**config.mk**
```make
export PLATFORM = sky130hd
export DESIGN_NAME = dma_job_ctrl_flat
export DESIGN_NICKNAME = d
export VERILOG_FILES = /design/src/rtl/dma_pkg.sv /design/src/rtl/dma_job_ctrl_if.sv /design/src/rtl/dma_job_ctrl.sv /design/src/flat_wrapper.sv
export SDC_FILE = /design/constraint.sdc
export NUM_CORES = 1
export LEC_CHECK = 0
export ABC_CLOCK_PERIOD_IN_PS = 2500
export BUFFER_PORTS_ARGS = -buffer_cell sky130_fd_sc_hd__buf_2
export CAP_MARGIN = 20
export CORE_AREA = 2 2 133 135
export DETAILED_ROUTE_END_ITERATION = 16
export DIE_AREA = 0 0 135 137
export MAX_ROUTING_LAYER = met4
export PLACE_DENSITY = 0.77
export SYNTH_ARGS = -nofsm -noshare
export SYNTH_HDL_FRONTEND = slang
export SYNTH_SLANG_ARGS = --single-unit
```
**constraint.sdc**
```tcl
create_clock -name clk -period 2.5 [get_ports clk]
set_clock_uncertainty 0.1 [all_clocks]
set_input_delay 0.5 -clock clk [delete_from_list [all_inputs] [get_ports clk]]
set_output_delay 0.5 -clock clk [all_outputs]
set_load 0.05 [all_outputs]
```
**src/rtl/dma_pkg.sv**
```systemverilog
// -----------------------------------------------------------------------------
// dma_pkg
// Shared DMA types: job descriptor, merged error record, error sources and
// the job-controller state encoding.
// -----------------------------------------------------------------------------
package dma_pkg;

    localparam int DMA_ADDR_W = 32;
    localparam int DMA_LEN_W  = 32;

    typedef enum logic [2:0] {
        DMA_NO_ERR        = 3'd0,
        DMA_SLVERR_ERR    = 3'd1,
        DMA_DECERR_ERR    = 3'd2,
        DMA_UNALIGNED_ERR = 3'd3,
        DMA_ABORT_ERR     = 3'd4,
        DMA_TIMEOUT_ERR   = 3'd5
    } dma_err_src_t;

    typedef struct packed {
        logic                  valid;
        dma_err_src_t          src;
        logic [DMA_ADDR_W-1:0] addr;
    } s_dma_error_t;

    typedef struct packed {
        logic [DMA_ADDR_W-1:0] src_addr;
        logic [DMA_ADDR_W-1:0] dst_addr;
        logic [DMA_LEN_W-1:0]  num_bytes;
    } s_dma_desc_t;

    typedef enum logic [2:0] {
        JOB_IDLE  = 3'd0,
        JOB_LOAD  = 3'd1,
        JOB_RUN   = 3'd2,
        JOB_DRAIN = 3'd3,
        JOB_FLUSH = 3'd4,
        JOB_DONE  = 3'd5
    } dma_job_st_t;

    // Builds a valid error record for errors raised by the job controller itself.
    function automatic s_dma_error_t dma_mk_err(dma_err_src_t src, logic [DMA_ADDR_W-1:0] addr);
        s_dma_error_t e;
        e.valid = 1'b1;
        e.src   = src;
        e.addr  = addr;
        return e;
    endfunction

endpackage

```
**src/rtl/dma_job_ctrl_if.sv**
```systemverilog
// -----------------------------------------------------------------------------
// dma_job_ctrl_if
// Streamer-side bundle of the DMA job controller: descriptor hand-off, the
// per-direction valid/done/error handshakes, write-response drain status and
// the flush strobe.
//   master : job controller side
//   slave  : read/write streamers and AXI write IF side
// -----------------------------------------------------------------------------
interface dma_job_ctrl_if;
    import dma_pkg::*;

    logic         dma_stream_go_o;
    s_dma_desc_t  dma_stream_desc_o;
    logic         dma_rd_stream_valid_o;
    logic         dma_wr_stream_valid_o;
    logic         dma_rd_stream_done_i;
    logic         dma_wr_stream_done_i;
    s_dma_error_t dma_rd_stream_err_i;
    s_dma_error_t dma_wr_stream_err_i;
    logic         dma_wr_bresp_pending_i;
    logic         dma_stream_flush_o;

    modport master (
        output dma_stream_go_o,
        output dma_stream_desc_o,
        output dma_rd_stream_valid_o,
        output dma_wr_stream_valid_o,
        input  dma_rd_stream_done_i,
        input  dma_wr_stream_done_i,
        input  dma_rd_stream_err_i,
        input  dma_wr_stream_err_i,
        input  dma_wr_bresp_pending_i,
        output dma_stream_flush_o
    );

    modport slave (
        input  dma_stream_go_o,
        input  dma_stream_desc_o,
        input  dma_rd_stream_valid_o,
        input  dma_wr_stream_valid_o,
        output dma_rd_stream_done_i,
        output dma_wr_stream_done_i,
        output dma_rd_stream_err_i,
        output dma_wr_stream_err_i,
        output dma_wr_bresp_pending_i,
        input  dma_stream_flush_o
    );

endinterface

```
**src/rtl/dma_job_ctrl.sv**
```systemverilog
// -----------------------------------------------------------------------------
// dma_job_ctrl
// Per-channel DMA job controller. Accepts one descriptor, launches the read
// and write streamers, waits for both done pulses and for write responses to
// drain, then emits one done pulse with a merged error record. Streamer
// errors, abort and a RUN/DRAIN watchdog divert the job through FLUSH.
//
// Ports:
//   clk, rstn        clock, asynchronous active-low reset
//   dma_go_i         job start pulse (IDLE only), samples dma_desc_i
//   dma_abort_i      abort request (LOAD/RUN/DRAIN only)
//   dma_desc_i       job descriptor
//   dma_busy_o       state != IDLE
//   dma_done_o       one-cycle completion pulse
//   dma_error_o      merged job error, held until the next accepted go
//   strm             streamer-side bundle (dma_job_ctrl_if.master)
//
// States:
//   JOB_IDLE  | waiting for go
//   JOB_LOAD  | one-cycle go pulse to both streamers
//   JOB_RUN   | streamers active until both done pulses seen
//   JOB_DRAIN | waiting for outstanding write responses
//   JOB_FLUSH | one-cycle clear of streamers after error/abort/timeout
//   JOB_DONE  | one-cycle completion pulse
// -----------------------------------------------------------------------------
module dma_job_ctrl
    import dma_pkg::*;
#(
    parameter int unsigned TIMEOUT_CYCLES = 1048576
) (
    input  logic         clk,
    input  logic         rstn,
    input  logic         dma_go_i,
    input  logic         dma_abort_i,
    input  s_dma_desc_t  dma_desc_i,
    output logic         dma_busy_o,
    output logic         dma_done_o,
    output s_dma_error_t dma_error_o,
    dma_job_ctrl_if.master strm
);

    localparam int unsigned WDOG_W = (TIMEOUT_CYCLES > 0) ? $clog2(TIMEOUT_CYCLES + 1) : 1;
    localparam logic WDOG_EN = (TIMEOUT_CYCLES != 0);
    // The watchdog fires on the cycle whose increment would reach the limit,
    // so FLUSH lands exactly TIMEOUT_CYCLES cycles after RUN entry.
    localparam logic [WDOG_W-1:0] WDOG_LAST =
        WDOG_W'((TIMEOUT_CYCLES > 0) ? (TIMEOUT_CYCLES - 1) : 0);

    dma_job_st_t       state_q, state_d;
    logic              rd_seen_q, rd_seen_d;
    logic              wr_seen_q, wr_seen_d;
    logic              rd_err_vld_q, wr_err_vld_q;
    logic [WDOG_W-1:0] wdog_q, wdog_d;
    s_dma_desc_t       desc_q, desc_d;
    s_dma_error_t      error_q, error_d;

    logic rd_err_rise;
    logic wr_err_rise;
    logic active;
    logic wdog_hit;

    always_comb begin
        state_d   = state_q;
        rd_seen_d = rd_seen_q;
        wr_seen_d = wr_seen_q;
        wdog_d    = wdog_q;
        desc_d    = desc_q;
        error_d   = error_q;

        rd_err_rise = strm.dma_rd_stream_err_i.valid & ~rd_err_vld_q;
        wr_err_rise = strm.dma_wr_stream_err_i.valid & ~wr_err_vld_q;
        active      = (state_q == JOB_RUN) || (state_q == JOB_DRAIN);
        wdog_hit    = WDOG_EN && active && (wdog_q == WDOG_LAST);

        if (active && (wdog_q != '1)) begin
            wdog_d = wdog_q + WDOG_W'(1);
        end

        case (state_q)
            JOB_IDLE: begin
                if (dma_go_i) begin
                    error_d   = '0;
                    rd_seen_d = 1'b0;
                    wr_seen_d = 1'b0;
                    wdog_d    = '0;
                    if (dma_desc_i.num_bytes != '0) begin
                        desc_d  = dma_desc_i;
                        state_d = JOB_LOAD;
                    end else begin
                        state_d = JOB_DONE;
                    end
                end
            end
            JOB_LOAD: begin
                if (dma_abort_i) begin
                    error_d = dma_mk_err(DMA_ABORT_ERR, desc_q.src_addr);
                    state_d = JOB_FLUSH;
                end else begin
                    state_d = JOB_RUN;
                end
            end
            JOB_RUN, JOB_DRAIN: begin
                if (rd_err_rise) begin
                    error_d = strm.dma_rd_stream_err_i;
                    state_d = JOB_FLUSH;
                end else if (wr_err_rise) begin
                    error_d = strm.dma_wr_stream_err_i;
                    state_d = JOB_FLUSH;
                end else if (dma_abort_i) begin
                    error_d = dma_mk_err(DMA_ABORT_ERR, desc_q.src_addr);
                    state_d = JOB_FLUSH;
                end else if (wdog_hit) begin
                    // Timeout reports the job's source address for traceability.
                    error_d = dma_mk_err(DMA_TIMEOUT_ERR, desc_q.src_addr);
                    state_d = JOB_FLUSH;
                end else if (state_q == JOB_RUN) begin
                    rd_seen_d = rd_seen_q | strm.dma_rd_stream_done_i;
                    wr_seen_d = wr_seen_q | strm.dma_wr_stream_done_i;
                    if (rd_seen_d && wr_seen_d) begin
                        state_d = JOB_DRAIN;
                    end
                end else if (!strm.dma_wr_bresp_pending_i) begin
                    state_d = JOB_DONE;
                end
            end
            JOB_FLUSH: state_d = JOB_DONE;
            JOB_DONE:  state_d = JOB_IDLE;
            default:   state_d = JOB_IDLE;
        endcase
    end

    always_ff @(posedge clk or negedge rstn) begin
        if (!rstn) begin
            state_q      <= JOB_IDLE;
            rd_seen_q    <= 1'b0;
            wr_seen_q    <= 1'b0;
            rd_err_vld_q <= 1'b0;
            wr_err_vld_q <= 1'b0;
            wdog_q       <= '0;
            desc_q       <= '0;
            error_q      <= '0;
        end else begin
            state_q      <= state_d;
            rd_seen_q    <= rd_seen_d;
            wr_seen_q    <= wr_seen_d;
            // Error valids are tracked every cycle so only a fresh rise counts.
            rd_err_vld_q <= strm.dma_rd_stream_err_i.valid;
            wr_err_vld_q <= strm.dma_wr_stream_err_i.valid;
            wdog_q       <= wdog_d;
            desc_q       <= desc_d;
            error_q      <= error_d;
        end
    end

    assign dma_busy_o  = (state_q != JOB_IDLE);
    assign dma_done_o  = (state_q == JOB_DONE);
    assign dma_error_o = error_q;

    assign strm.dma_stream_go_o       = (state_q == JOB_LOAD);
    assign strm.dma_stream_desc_o     = desc_q;
    assign strm.dma_rd_stream_valid_o = (state_q == JOB_RUN) & ~rd_seen_q;
    assign strm.dma_wr_stream_valid_o = (state_q == JOB_RUN) & ~wr_seen_q;
    assign strm.dma_stream_flush_o    = (state_q == JOB_FLUSH);

endmodule

```
**src/flat_wrapper.sv**
```systemverilog
// flat-port wrapper written by rule: the top's interface ports become plain ports
module dma_job_ctrl_flat import dma_pkg::*;
#(
    parameter int unsigned TIMEOUT_CYCLES = 1048576
)
  (clk, rstn, dma_go_i, dma_abort_i, dma_desc_i, dma_busy_o, dma_done_o, dma_error_o, strm_dma_stream_go_o, strm_dma_stream_desc_o, strm_dma_rd_stream_valid_o, strm_dma_wr_stream_valid_o, strm_dma_rd_stream_done_i, strm_dma_wr_stream_done_i, strm_dma_rd_stream_err_i, strm_dma_wr_stream_err_i, strm_dma_wr_bresp_pending_i, strm_dma_stream_flush_o);
  dma_job_ctrl_if strm_i ();
  input  logic clk;
  input  logic rstn;
  input  logic dma_go_i;
  input  logic dma_abort_i;
  input  s_dma_desc_t dma_desc_i;
  output logic dma_busy_o;
  output logic dma_done_o;
  output s_dma_error_t dma_error_o;
  output wire logic [$bits(strm_i.dma_stream_go_o)-1:0] strm_dma_stream_go_o;
  output wire logic [$bits(strm_i.dma_stream_desc_o)-1:0] strm_dma_stream_desc_o;
  output wire logic [$bits(strm_i.dma_rd_stream_valid_o)-1:0] strm_dma_rd_stream_valid_o;
  output wire logic [$bits(strm_i.dma_wr_stream_valid_o)-1:0] strm_dma_wr_stream_valid_o;
  input wire logic [$bits(strm_i.dma_rd_stream_done_i)-1:0] strm_dma_rd_stream_done_i;
  input wire logic [$bits(strm_i.dma_wr_stream_done_i)-1:0] strm_dma_wr_stream_done_i;
  input wire logic [$bits(strm_i.dma_rd_stream_err_i)-1:0] strm_dma_rd_stream_err_i;
  input wire logic [$bits(strm_i.dma_wr_stream_err_i)-1:0] strm_dma_wr_stream_err_i;
  input wire logic [$bits(strm_i.dma_wr_bresp_pending_i)-1:0] strm_dma_wr_bresp_pending_i;
  output wire logic [$bits(strm_i.dma_stream_flush_o)-1:0] strm_dma_stream_flush_o;
  assign strm_dma_stream_go_o = strm_i.dma_stream_go_o;
  assign strm_dma_stream_desc_o = strm_i.dma_stream_desc_o;
  assign strm_dma_rd_stream_valid_o = strm_i.dma_rd_stream_valid_o;
  assign strm_dma_wr_stream_valid_o = strm_i.dma_wr_stream_valid_o;
  assign strm_i.dma_rd_stream_done_i = strm_dma_rd_stream_done_i;
  assign strm_i.dma_wr_stream_done_i = strm_dma_wr_stream_done_i;
  assign strm_i.dma_rd_stream_err_i = strm_dma_rd_stream_err_i;
  assign strm_i.dma_wr_stream_err_i = strm_dma_wr_stream_err_i;
  assign strm_i.dma_wr_bresp_pending_i = strm_dma_wr_bresp_pending_i;
  assign strm_dma_stream_flush_o = strm_i.dma_stream_flush_o;
  dma_job_ctrl #(.TIMEOUT_CYCLES(TIMEOUT_CYCLES)) u_core (.clk(clk), .rstn(rstn), .dma_go_i(dma_go_i), .dma_abort_i(dma_abort_i), .dma_desc_i(dma_desc_i), .dma_busy_o(dma_busy_o), .dma_done_o(dma_done_o), .dma_error_o(dma_error_o), .strm(strm_i));
endmodule
```
==> flow_summary_export.csv, run 1 <==
group,metric,value,unit
placed_design,dpl.hpwl,16000,um
timing,hold_viol_final,0,
worst_setup_path,critPathMaxFanout,8,
power_and_ir_drop,clkPwrFrac,16.6,%
finish,final_util,58.5,%
run_status,status,"finished clean",
routing,vias,6011,
timing,slew_viol_final,0,
timing,worstMarginPinSlew,593,ps
routing,drt_wl_total,21100,um
synthesis,ys_warn_count,0,
synthesis,synth_top_area_share,55.6,%
synthesis,ys_seq_area_share,55.6,%
power_and_ir_drop,powerDensity,1510,mW/mm2
worst_setup_path,cp-end-kind,"primary output",
clock_tree,tritoncts,"yes",
finish,final_cell_area,0.00998,mm2
placed_design,globalplace.congestion,0.817,
synthesis,synthArstFlopShare,100,%
worst_setup_path,required,1900,ps
floorplanning,fp.dieH,137,um
finish,nFillCells,1426,
synthesis,ys_types,56,
power_and_ir_drop,p_seq_share,29.1,%
synthesis,syn_area,0.00720,mm2
timing,setup_violations,0,
power_and_ir_drop,switchingPower,7.48,mW
finish,fin_cells,1152,
routing,drt_iter0_markers,260,
finish,nNetsFinal,1090,
finish,drive_gt1_share,55.1,%
routing,drtAntennaViolNets,0,
synthesis,avgSynthCellArea,12.7,um2
power_and_ir_drop,fin_total_pwr,15.1,mW
timing,finalSetupTns,0,ps
synthesis,synth-seq-cells,160,
finish,syn2layout_area_growth,38.5,%
floorplanning,core,0.0171,mm2
min_path,hp-start,"strm_dma_wr_stream_err_i[35]",
clock_tree,clock-sinks,160,
synthesis,synth-main-ff-cell,"dfrtp_1",
clock_tree,numCtsBuffers,17,
global_routing,overflow,0,
min_path,hold_path_class,"input pin to register",
floorplanning,num_io_pins,313,
synthesis,synth_nets,744,
worst_setup_path,r2r_start,"u_core.wdog_q[0]$_DFF_PN0_",
clock_tree,cts_root_buf,"clkbuf_16",
synthesis,synth_top_area_cell,"dfrtp_1",
floorplanning,die_w,135,um
power_and_ir_drop,p_leak,4.92,nW
run,maxCapViolCount,0,
timing,rsz0062_at_grt,"no",
routing,first_pass_iters,6,
global_routing,grt_pass1_vias,6149,
worst_setup_path,criticalPathCategory,"register to primary output",
placed_design,post-place-cells,1117,
clock_tree,clock_latency,420,ps
floorplanning,rows,48,
power_and_ir_drop,internal_power,7.62,mW
placed_design,placed_area,0.00938,mm2
floorplanning,initial_utilization,42.2,%
placed_design,place_ws,-30.1,ps
floorplanning,dieArea,0.0185,mm2
worst_setup_path,reg2reg_depth,8,
global_routing,grt_max_degree,62,
global_routing,antenna_found_initial,1,
timing,timing.hold.ws,114,ps
placed_design,portBuffers,312,
timing,max_freq,418,MHz
worst_setup_path,start_kind,"register",
timing,slew_headroom,60.4,%
worst_setup_path,arrival,1790,ps
clock_tree,cts_max_path_buffers,2,
synthesis,synth_edf_count,0,
global_routing,grt_pass1_wl,31700,um
clock_tree,clk_pin_slew_worst_paths,60,ps
routing,route.detailed.drc,0,
power_and_ir_drop,vdd_drop_max,1.43,mV
clock_tree,htreeDepth,4,
worst_setup_path,startpoint,"u_core.state_q[0]$_DFFE_PN0P_",
global_routing,grt_util_all_layers,22.8,%
power_and_ir_drop,switching_share,49.6,%
synthesis,ys_top_cells_by_area,"dfrtp_1, mux2_2, mux2i_1",
timing,finalCritPeriodShare,95.6,%
timing,finalWorstSetupSlack,109,ps
synthesis,syn_inst,568,
routing,wl_per_cell,18.3,um
timing,period_minus_slack,2390,ps
min_path,worstHoldPathCells,1,
power_and_ir_drop,p_comb_share,54.3,%
routing,via_per_inst,5.22,
==> per-layer routing <==
| layer | vias to the layer above | GRT usage (%) | wire length (um) |
|---|---|---|---|
| met3 | 18 | 5.19 | 1420 |
| met5 | - | - | 0 |
| li1 | 2795 | - | - |
| met4 | 0 | 6.71 | 253 |
| met1 | 2971 | 26.4 | 8350 |
| met2 | 227 | 39.8 | 11100 |
==> synthesized netlist by cell type, types with 2 or more instances <==
master	instances
inv_1	23
buf_2	7
dfrtp_1	160
xor2_1	2
or2_2	2
o31ai_1	2
a222oi_1	16
xnor2_1	8
nand4_1	8
a211oi_1	2
clkbuf_1	16
nor4_1	13
and3_1	2
nor2b_1	2
nor3_1	8
a32o_1	2
o22ai_1	3
buf_6	2
nand4b_1	2
nor2_1	25
o211ai_1	2
o22a_1	2
a21oi_1	8
a31o_2	2
mux2_1	2
mux2_2	110
mux2i_1	36
or3_1	3
nand2_1	22
a22oi_1	17
a2111oi_0	2
nand3_1	8
buf_1	3
o21ai_0	21
nand2b_1	4
==> layout make-up <==
class                      instances  area [um2]  area share [%]
inverter                          23        86.3           0.865
multi-input combinational        356        3000            30.1
timing repair buffer             356        2040            20.5
antenna                            1        2.50          0.0251
clock inverter                    13         126            1.27
tap                              225         282            2.82
sequential                       160        4000            40.1
clock buffer                      18         429            4.30
==> worst max-delay path, stage by stage, from the launching register on <==
cell and delay [ps]:
dfrtp_1 490, inv_1 220, nor3_4 350, clkbuf_4 320
==> kinds of logic after synthesis <==
group / after synthesis / share of synthesized area, %
muxes: 148 / 22.5
buffers and inverters: 52 / 3.09
AOI/OAI and AO/OA: 89 / 9.40
and+or+nand+nor: 108 / 7.99
adders and majority gates: 1 / 0.174
xor gates and xnor gates: 10 / 1.22
DFF: 160 / 55.6
==> power by group through the flow <==
stage	registers [mW]	logic (mW)	clock network, mW
2_1_floorplan	7.82	2.45	0
3_3_place_gp	4.37	8.09	0
3_5_place_dp	4.41	8.22	0
4_1_cts	4.39	8.24	2.56
5_1_grt	4.52	8.59	2.65
6_report	4.40	8.20	2.50
==> registers in the layout, indices dropped and copies added, names as in the netlist <==
name and flops:
u_core.dma_error_o 36, u_core.state_q 3, u_core.wdog_q 21, u_core.wr_seen_q 1, u_core.strm.dma_stream_desc_o 96, u_core.rd_seen_q 1
u_core.rd_err_vld_q 1, u_core.wr_err_vld_q 1
==> final timing paths <==
check                      slack [ps]                                             to
hold / removal                    110                  u_core.wr_err_vld_q$_DFF_PN0_
max in group asynchronous        1130  u_core.strm.dma_stream_desc_o[68]$_DFFE_PN0P_
setup / recovery                  110                           strm_dma_stream_go_o
setup reg to reg                  260             u_core.dma_error_o[20]$_DFFE_PN0P_
hold reg to reg                   380             u_core.dma_error_o[15]$_DFFE_PN0P_
min in group asynchronous         530  u_core.strm.dma_stream_desc_o[27]$_DFFE_PN0P_
==> repair_timing <==
action	in CTS	in global routing
pin swaps	0	2
gates resized for setup	1	2
setup endpoints to repair	1	16
endpoints found under the hold margin	58	0
hold buffers	1	0
buffers inserted	0	1
==> cell usage in the layout (no fill, tap or decap), drive strengths merged, types with 14 or more instances in the layout <==
cell type  instances
a222oi            16
nor2              26
nor4              14
mux2i             36
a22oi             17
buf              354
dfrtp            160
o21ai             22
inv               30
clkbuf            19
nand2             22
mux2             112
No activity file was read; power rests on OpenSTA's default activity.
==> run 2, diff against run 1 <==
--- a/config.mk
+++ b/config.mk
@@ -13,5 +13,5 @@
 export DIE_AREA = 0 0 135 137
 export MAX_ROUTING_LAYER = met4
-export PLACE_DENSITY = 0.77
+export PLACE_DENSITY = 0.76
 export SYNTH_ARGS = -nofsm -noshare
 export SYNTH_HDL_FRONTEND = slang
==> constraint.sdc (replaced) <==
create_clock -name clk -period 2.5 [get_ports clk]
set_clock_uncertainty 0.1 [all_clocks]
set_input_delay 0.75 -clock clk [delete_from_list [all_inputs] [get_ports clk]]
set_output_delay 0.75 -clock clk [all_outputs]
set_load 0.05 [all_outputs]
==> run 2 against run 1 <==
Count of clock-buffer cells in the layout did not move. Sequential power down 1%. Global-route usage up 0.40 points. Largest cell class unchanged. Largest power group unchanged. Critical path type unchanged. Sequential share of layout area shrank 0.32 points. Worst hold slack improved by 45 ps.
==> flow_summary_export.csv, run 2 (synthesized netlist as in run 1, its figures left out) <==
group,metric,value,unit
clock_tree,clk_pin_slew_worst_paths,70,ps
global_routing,grt_max_degree,54,
placed_design,place_ws,-332,ps
clock_tree,cts_max_path_buffers,2,
timing,slew_viol_final,0,
routing,first_pass_iters,6,
power_and_ir_drop,p_leak,4.96,nW
finish,final_cell_area,0.0101,mm2
floorplanning,dieArea,0.0185,mm2
clock_tree,numCtsBuffers,17,
global_routing,met2_usage,37.7,%
run,maxCapViolCount,0,
global_routing,grt_util_all_layers,23.2,%
global_routing,grtUsageMet3,5.15,%
timing,slew_headroom,64.1,%
placed_design,placed_area,0.00931,mm2
routing,drt_wl_total,21400,um
worst_setup_path,max_stage_delay,490,ps
timing,timing.hold.ws,159,ps
floorplanning,initial_utilization,42.2,%
placed_design,globalplace.congestion,0.821,
finish,layout_common_cells,"buf_2, dfrtp_1, mux2_2, buf_4, mux2i_1",
finish,syn2layout_area_growth,39.7,%
worst_setup_path,crit_slowest_cell,"dfrtp_1",
clock_tree,clock-sinks,160,
finish,mostFrequentLayoutCell,"buf_2",
placed_design,dpl.hpwl,15800,um
timing,finalCritPeriodShare,96.6,%
routing,vias,6090,
timing,hold_viol_final,0,
clock_tree,htreeDepth,4,
worst_setup_path,start_kind,"register",
worst_setup_path,crit_chain,"buf_4 > nor3b_1 > clkbuf_4",
worst_setup_path,criticalPathCategory,"register to primary output",
global_routing,grt_pass1_vias,6009,
floorplanning,core,0.0171,mm2
worst_setup_path,arrival,1560,ps
timing,period_minus_slack,2410,ps
global_routing,grt_pass1_wl,31600,um
clock_tree,hold_buffers,0,
finish,largest_reg_flops,96,
routing,route.detailed.drc,0,
worst_setup_path,required,1650,ps
global_routing,met1_usage,27.6,%
routing,wl_per_cell,18.5,um
floorplanning,rows,48,
clock_tree,cts_root_buf,"clkbuf_16",
min_path,hold_path_class,"input pin to asynchronous set/reset pin",
timing,rsz0062_at_grt,"no",
worst_setup_path,path_buf_inv,2,
run_status,status,"finished clean",
power_and_ir_drop,powerDensity,1530,mW/mm2
clock_tree,tritoncts,"yes",
worst_setup_path,critPathMaxFanout,9,
power_and_ir_drop,fin_total_pwr,15.4,mW
routing,drt_iter0_markers,303,
placed_design,portBuffers,312,
floorplanning,die_w,135,um
timing,max_freq,414,MHz
worst_setup_path,ff2ff_setup_slack,180,ps
routing,via_per_inst,5.27,
global_routing,grt_busiest_layer,"met2",
timing,setup_violations,0,
floorplanning,fp.dieH,137,um
timing,finalWorstSetupSlack,85.3,ps
routing,drtAntennaViolNets,0,
worst_setup_path,crit_family,"flip-flops",
clock_tree,clock_latency,430,ps
finish,nNetsFinal,1093,
finish,drive_gt1_share,55.8,%
worst_setup_path,cp-end-kind,"primary output",
global_routing,overflow,0,
global_routing,antenna_found_initial,1,
power_and_ir_drop,vdd_drop_max,1.07,mV
floorplanning,num_io_pins,313,
timing,worstMarginPinSlew,526,ps
==> run 2: final timing paths <==
path,startpoint,end,cells past startpoint
max,u_core.state_q[2]$_DFFE_PN0P_,dma_done_o,3
min,rstn,u_core.strm.dma_stream_desc_o[62]$_DFFE_PN0P_,1
max reg2reg,u_core.wdog_q[8]$_DFF_PN0_,u_core.dma_error_o[5]$_DFFE_PN0P_,7
min reg2reg,u_core.dma_error_o[15]$_DFFE_PN0P_,u_core.dma_error_o[15]$_DFFE_PN0P_,1
max in group asynchronous,rstn,u_core.state_q[0]$_DFFE_PN0P_,2
min in group clk,strm_dma_wr_stream_err_i[35],u_core.wr_err_vld_q$_DFF_PN0_,1
==> run 2: worst register-to-register path, stage by stage (launching register included) <==
cell and delay, ps:
dfrtp_1 450, nand2_1 190, nor4_4 320, a211oi_2 170, a221oi_4 320, buf_12 160, clkbuf_16 160, mux2_1 330
==> run 2: per-layer routing <==
metal	vias to the layer above	wire (um)	share of wire, %
li1	2805	-	-
met1	2988	8540	40
met4	0	645	3.0
met2	256	10800	50
met3	41	1450	6.7
met5	-	0	0
==> run 2: timing repair <==
item / in CTS / in global routing
resized for setup: 4 / 7
endpoints found under the setup margin: 3 / 26
pin swaps: 0 / 2
cloned: 0 / 2
setup buffers: 0 / 7
==> run 2: through the flow <==
step | setup TNS [ps] | utilization (%) | cells
after CTS | 0 | 58.2 | 1146
after detailed placement | -28290 | 54.6 | 1114
final | 0 | 59.0 | 1156
after global placement | -24480 | 54.6 | 1114
after floorplan | -998 | - | 568
after global routing | 0 | 59.0 | 1156
==> run 2: layout make-up <==
cell class	count	area, um2
well taps	225	282
multi-input cells	356	3010
flip-flops and latches	160	4010
repair buffers	359	2070
diodes	1	2.50
fillers	1447	6990
inverters	23	86.3
clock buffers	18	439
clock inverters	14	168
==> run 2: report_power, final <==
group	leakage [nW]	internal (mW)	total [mW]	switching, mW
Combinational	2.68	2.64	8.38	5.74
Clock	0.292	1.54	2.68	1.15
Sequential	1.99	3.66	4.35	0.690
Total	4.96	7.83	15.4	7.58
